File: src/rtl/pixel_reorder_stream.sv
// pixel_reorder_stream: collects out-of-order pixel results from several
// render engines into a small reorder window and emits them as a raster-order
// stream with first / end-of-line / last-line flags.
module pixel_reorder_stream #(
    parameter int NUM_ENGINES = 11,
    parameter int RGB_SIZE    = 24,
    parameter int COORD_WIDTH = 16,
    parameter int X_SIZE      = 640,
    parameter int Y_SIZE      = 480,
    parameter int SLOTS       = 16
) (
    input  logic                               clk,
    input  logic                               reset,
    input  logic [NUM_ENGINES-1:0]             eng_valid,
    input  logic [NUM_ENGINES*COORD_WIDTH-1:0] eng_xpixel,
    input  logic [NUM_ENGINES*COORD_WIDTH-1:0] eng_ypixel,
    input  logic [NUM_ENGINES*RGB_SIZE-1:0]    eng_colour,
    output logic [NUM_ENGINES-1:0]             eng_ready,
    input  logic                               ready,
    output logic [RGB_SIZE-1:0]                colour_o,
    output logic                               valid,
    output logic                               first,
    output logic                               last_x,
    output logic                               last_y,
    output logic                               frame_done,
    output logic                               err_sticky
);

    localparam int FRAME  = X_SIZE * Y_SIZE;
    localparam int IDX_W  = (FRAME > 1) ? $clog2(FRAME) : 1;
    localparam int SLOT_W = (SLOTS > 1) ? $clog2(SLOTS) : 1;

    localparam logic [IDX_W:0]         FRAME_EXT = (IDX_W+1)'(FRAME);
    localparam logic [IDX_W-1:0]       LAST_IDX  = IDX_W'(FRAME - 1);
    localparam logic [COORD_WIDTH:0]   X_LIM     = (COORD_WIDTH+1)'(X_SIZE);
    localparam logic [COORD_WIDTH:0]   Y_LIM     = (COORD_WIDTH+1)'(Y_SIZE);
    localparam logic [COORD_WIDTH-1:0] X_MAX     = COORD_WIDTH'(X_SIZE - 1);
    localparam logic [COORD_WIDTH-1:0] Y_MAX     = COORD_WIDTH'(Y_SIZE - 1);

    // Head of the raster: linear index plus its x/y so the flags need no divide.
    logic [IDX_W-1:0]       head_idx_reg;
    logic [COORD_WIDTH-1:0] head_x_reg;
    logic [COORD_WIDTH-1:0] head_y_reg;

    // Reorder buffer.
    logic [SLOTS-1:0]    occupied_reg;
    logic [SLOTS-1:0]    occupied_next;
    logic [RGB_SIZE-1:0] slot_colour_reg [SLOTS];

    // Output register.
    logic                valid_reg;
    logic [RGB_SIZE-1:0] colour_reg;
    logic                first_reg;
    logic                last_x_reg;
    logic                last_y_reg;
    logic                frame_done_reg;
    logic                err_sticky_reg;

    // Per-engine decode.
    logic [NUM_ENGINES-1:0][IDX_W-1:0]    eng_idx;
    logic [NUM_ENGINES-1:0][RGB_SIZE-1:0] eng_col;
    logic [NUM_ENGINES-1:0]               eng_oof;
    logic [NUM_ENGINES-1:0]               eng_cand;
    logic [NUM_ENGINES-1:0]               grant;

    genvar gi;
    generate
        for (gi = 0; gi < NUM_ENGINES; gi++) begin : g_eng
            logic [COORD_WIDTH-1:0] x_w;
            logic [COORD_WIDTH-1:0] y_w;
            logic [IDX_W:0]         off_w;

            assign x_w         = eng_xpixel[gi*COORD_WIDTH +: COORD_WIDTH];
            assign y_w         = eng_ypixel[gi*COORD_WIDTH +: COORD_WIDTH];
            assign eng_col[gi] = eng_colour[gi*RGB_SIZE +: RGB_SIZE];
            assign eng_oof[gi] = ({1'b0, x_w} >= X_LIM) || ({1'b0, y_w} >= Y_LIM);
            assign eng_idx[gi] = IDX_W'(y_w) * IDX_W'(X_SIZE) + IDX_W'(x_w);
            // Distance ahead of the head, modulo the frame size.
            assign off_w = (eng_idx[gi] >= head_idx_reg)
                         ? {1'b0, eng_idx[gi]} - {1'b0, head_idx_reg}
                         : {1'b0, eng_idx[gi]} + FRAME_EXT - {1'b0, head_idx_reg};
            // Out-of-frame results are always taken (and dropped) so they cannot block.
            assign eng_cand[gi] = eng_valid[gi] && (eng_oof[gi] || (32'(off_w) < SLOTS));
        end
    endgenerate

    // Lowest-numbered eligible engine wins.
    assign grant     = eng_cand & ~(eng_cand - NUM_ENGINES'(1));
    assign eng_ready = reset ? grant : '0;

    logic [IDX_W-1:0]    sel_idx;
    logic [RGB_SIZE-1:0] sel_col;
    logic                sel_oof;
    logic                acc_write;
    logic [SLOT_W-1:0]   acc_slot;
    logic [SLOT_W-1:0]   head_slot;
    logic                bypass;
    logic                load;
    logic [RGB_SIZE-1:0] load_colour;
    logic                overwrite_err;

    // Mux the granted engine's result.
    always_comb begin
        sel_idx = '0;
        sel_col = '0;
        sel_oof = 1'b0;
        for (int i = 0; i < NUM_ENGINES; i++) begin
            if (grant[i]) begin
                sel_idx = eng_idx[i];
                sel_col = eng_col[i];
                sel_oof = eng_oof[i];
            end
        end
    end

    assign acc_write     = (|grant) && !sel_oof;
    assign acc_slot      = SLOT_W'(sel_idx);
    assign head_slot     = SLOT_W'(head_idx_reg);
    assign bypass        = acc_write && (acc_slot == head_slot);
    assign load          = (!valid_reg || ready) && (occupied_reg[head_slot] || bypass);
    assign load_colour   = bypass ? sel_col : slot_colour_reg[head_slot];
    assign overwrite_err = acc_write && occupied_reg[acc_slot];

    // Occupancy update: the head slot empties on load; a bypassed write never lands.
    always_comb begin
        occupied_next = occupied_reg;
        if (load) begin
            occupied_next[head_slot] = 1'b0;
        end
        if (acc_write && !(load && bypass)) begin
            occupied_next[acc_slot] = 1'b1;
        end
    end

    // Slot colour storage; validity lives in occupied_reg so no reset is needed.
    always_ff @(posedge clk) begin
        if (acc_write) begin
            slot_colour_reg[acc_slot] <= sel_col;
        end
    end

    // Head pointer, occupancy, output register and status flags.
    always_ff @(posedge clk or negedge reset) begin
        if (!reset) begin
            head_idx_reg   <= '0;
            head_x_reg     <= '0;
            head_y_reg     <= '0;
            occupied_reg   <= '0;
            valid_reg      <= 1'b0;
            colour_reg     <= '0;
            first_reg      <= 1'b0;
            last_x_reg     <= 1'b0;
            last_y_reg     <= 1'b0;
            frame_done_reg <= 1'b0;
            err_sticky_reg <= 1'b0;
        end else begin
            occupied_reg   <= occupied_next;
            frame_done_reg <= valid_reg && ready && last_x_reg && last_y_reg;
            if ((|grant && sel_oof) || overwrite_err) begin
                err_sticky_reg <= 1'b1;
            end
            if (load) begin
                valid_reg    <= 1'b1;
                colour_reg   <= load_colour;
                first_reg    <= (head_idx_reg == '0);
                last_x_reg   <= (head_x_reg == X_MAX);
                last_y_reg   <= (head_y_reg == Y_MAX);
                head_idx_reg <= (head_idx_reg == LAST_IDX) ? '0 : head_idx_reg + IDX_W'(1);
                if (head_x_reg == X_MAX) begin
                    head_x_reg <= '0;
                    head_y_reg <= (head_y_reg == Y_MAX) ? '0 : head_y_reg + COORD_WIDTH'(1);
                end else begin
                    head_x_reg <= head_x_reg + COORD_WIDTH'(1);
                end
            end else if (ready) begin
                valid_reg <= 1'b0;
            end
        end
    end

    assign colour_o   = colour_reg;
    assign valid      = valid_reg;
    assign first      = first_reg;
    assign last_x     = last_x_reg;
    assign last_y     = last_y_reg;
    assign frame_done = frame_done_reg;
    assign err_sticky = err_sticky_reg;

endmodule

File: config.mk
export PLATFORM = sky130hd
export DESIGN_NAME = pixel_reorder_stream
export DESIGN_NICKNAME = d
export VERILOG_FILES = /design/src/rtl/pixel_reorder_stream.sv
export SDC_FILE = /design/constraint.sdc
export NUM_CORES = 2
export LEC_CHECK = 0
export BUFFER_PORTS_ARGS = -buffer_cell sky130_fd_sc_hd__buf_2
export CORE_ASPECT_RATIO = 0.6
export CORE_MARGIN = 2
export CORE_UTILIZATION = 60
export CTS_CLUSTER_DIAMETER = 60
export CTS_CLUSTER_SIZE = 10
export DETAILED_ROUTE_END_ITERATION = 8
export PLACE_DENSITY_LB_ADDON = 0.25
export SLEW_MARGIN = 20
export SYNTH_ARGS = -nofsm -noshare
export SYNTH_HDL_FRONTEND = slang
export SYNTH_SLANG_ARGS = --single-unit
File: constraint.sdc
create_clock -name clk -period 24 [get_ports clk]
set_clock_uncertainty 0.2 [all_clocks]
set_input_delay 4.8 -clock clk [delete_from_list [all_inputs] [get_ports clk]]
set_output_delay 4.8 -clock clk [all_outputs]
set_load 0.005 [all_outputs]
==> flow_metrics.tcl <==
set metrics [dict create \
    postCtsSetupBuffers 0 \
    drc_errors 0 \
    synth_top_area_share 0.208 \
    port_buffers 670 \
    fmax_mhz 58.8 \
    wl_per_cell_um 26.1 \
    dp_cells 7613 \
    end_kind "output pin" \
    ir_drop_v 0.0000710 \
    grt.total_usage 0.413 \
    postRouteAntennaNets 0 \
    yosys_warnings 0 \
    cts_root_buf "clkbuf_16" \
    grt_pass1_vias 48400 \
    grt_antenna_before_repair 25 \
    syn_inst 5770 \
    synth_area_mm2 0.0555 \
    row_count 86 \
    cts_buffers 54 \
    drt-total-wl_um 202000 \
    cts_resized 0 \
    viasPerCell 6.73 \
    largest_reg_flops 384 \
    drive_gt1_frac 0.174 \
    synthDistinctLibCells 122 \
    status "finished, final reports clean" \
    leakage_uw 0.0265 \
    ys_async_sr_fraction 0.202 \
    synth_ff_type "edfxtp_1" \
    synth_seq_area_share 0.251 \
    final_cells 7733 \
    ys_top_cells_by_count "ha_1, inv_1, a21oi_1" \
    overflow 0 \
    layout_min_cycle_time_ns 17.00 \
    start_util 0.605 \
    die_w_um 397 \
    die_y_um 240 \
    hp-class "reg2reg" \
    cap_viol_max_count 0 \
    fin_util 0.678 \
    crit_type "in2out" \
    crit_top_cell "ha_1" \
    start_kind "input port" \
    worstPathArrival_ns 12.00 \
    total_power_uw 5720 \
    cts_buffer_depth 3 \
    fin_setup_tns_ns 0 \
    rsz0062_at_grt "no" \
    synth_edf_count 384 \
    core_area_mm2 0.0918 \
    hpwl_um 157000 \
    final.fill_count 7371 \
    syn_area_per_cell_um2 9.62 \
    io_pins 671 \
    slowest_delay_ns 0.58 \
    postCtsHoldBufs 0 \
    critPathTopFamily "compound AO/OA/AOI/OAI gates" \
    h-tree-depth 2 \
    period_share 0.708 \
    maxSlewViolCount 0 \
    critical-path-slowest-cell "buf_4" \
    dieArea_mm2 0.0951 \
    fin_area_mm2 0.0622 \
    critical_path.max_fanout 55 \
    grt_pass1_wl_um 299000 \
    cts.clk_slew.worst_paths_ns 0.06 \
    setup_viol 0 \
    synth_fp_nets 7314 \
    insertion_delay_ns 0.64 \
    placed_area_mm2 0.0606 \
    cts.sinks 481 \
    gp_congestion 1.08 \
    cts_tree "built" \
    drt-initial-drc-count 7371 \
    hold_viol_final 0 \
    grt_max_degree 100 \
    first_pass_iters 9 \
    vias 52000 \
    powerDensity_mw_per_mm2 91.9 \
    synth_area_leaders "edfxtp_1, ha_1, fa_1" \
    crit_buf_inv 4 \
    synth.most_common_cell "ha_1" \
    synthToLayoutAreaGrowth_pct 12.1 \
    crit_required_ns 19.00 \
    synth_area_leader_cell "edfxtp_1" \
    slew_headroom 0.160 \
    synth-seq-cells 481 \
    nNetsFinal 7981 \
    worstMarginPinSlew_ns 1.26 \
]
[final timing paths]
check                                                  from                           to  slack [ns]  cells past startpoint
worst max register to register  head_idx_reg[1]$_DFFE_PN0N_      colour_o[9]$_DFFE_PN0N_       13.93                     25
max in group asynchronous                             reset  head_idx_reg[1]$_DFFE_PN0N_       18.04                      3
worst max-delay path                          eng_ypixel[2]                 eng_ready[3]        7.00                     27
worst min-delay path             head_y_reg[15]$_DFFE_PN0P_   head_y_reg[15]$_DFFE_PN0P_        0.29                      1
min in group asynchronous                             reset    head_y_reg[3]$_DFFE_PN0P_        3.87                      1
worst min register to register   head_y_reg[15]$_DFFE_PN0P_   head_y_reg[15]$_DFFE_PN0P_        0.29                      1
[layer usage]
metal	global-route usage	vias up	wire length (µm)
met2	0.566	3369	80600
li1	-	23200	-
met5	0.0128	-	279
met3	0.150	383	29200
met4	0.107	18	5850
met1	0.608	25100	86200
[cells by family (layout without fill, tap and decap cells)]
group                      Yosys count  in the layout  share of synthesized area
AOI/OAI and AO/OA                 1587           1587                      0.198
xor gates and xnor gates           326            326                     0.0514
adders and majority gates          914            914                      0.230
buffers and inverters              725           1438                     0.0502
DFF                                481            481                      0.251
muxes                              244            244                     0.0737
other                                0             18                          0
and+or+nand+nor                   1493           1493                      0.146
[power breakdown]
group	internal [µW]	switching (µW)	leakage (µW)
sequential	962	70.3	0.00452
combinational	1590	2320	0.0212
clock	428	345	0.000755
[final cells by class]
cell class                      count  area (µm²)  area share
Tap cell                         1232        1540      0.0248
Timing Repair Buffer              753        3990      0.0641
Antenna cell                       18        45.0    0.000724
Sequential cell                   481       14000       0.225
Multi-Input combinational cell   4564       38900       0.625
Clock inverter                      4        88.8     0.00143
Inverter                          583        2190      0.0352
Clock buffer                       98        1520      0.0244
[cells in the final DEF (no fill, tap or decap), types with 110 or more instances in the layout]
cell type / netlist / routed
o21ai_0: 236 / 235
nand4_1: 113 / 113
fa_1: 176 / 176
nand3_1: 110 / 110
a21oi_1: 393 / 392
buf_2: 19 / 669
edfxtp_1: 384 / 384
mux4_2: 125 / 125
inv_1: 579 / 574
nand2_1: 328 / 328
ha_1: 738 / 738
nor2_1: 260 / 242
nor3_1: 119 / 115
xnor2_1: 220 / 220
[stage by stage]
step	worst slack, ns	hold slack [ns]
floorplan	8.14	0.243
global placement	7.37	0.259
detailed placement	7.32	0.271
CTS	7.32	0.280
global route	6.80	0.313
finish	7.00	0.286
No activity file was read; power rests on OpenSTA's default activity.
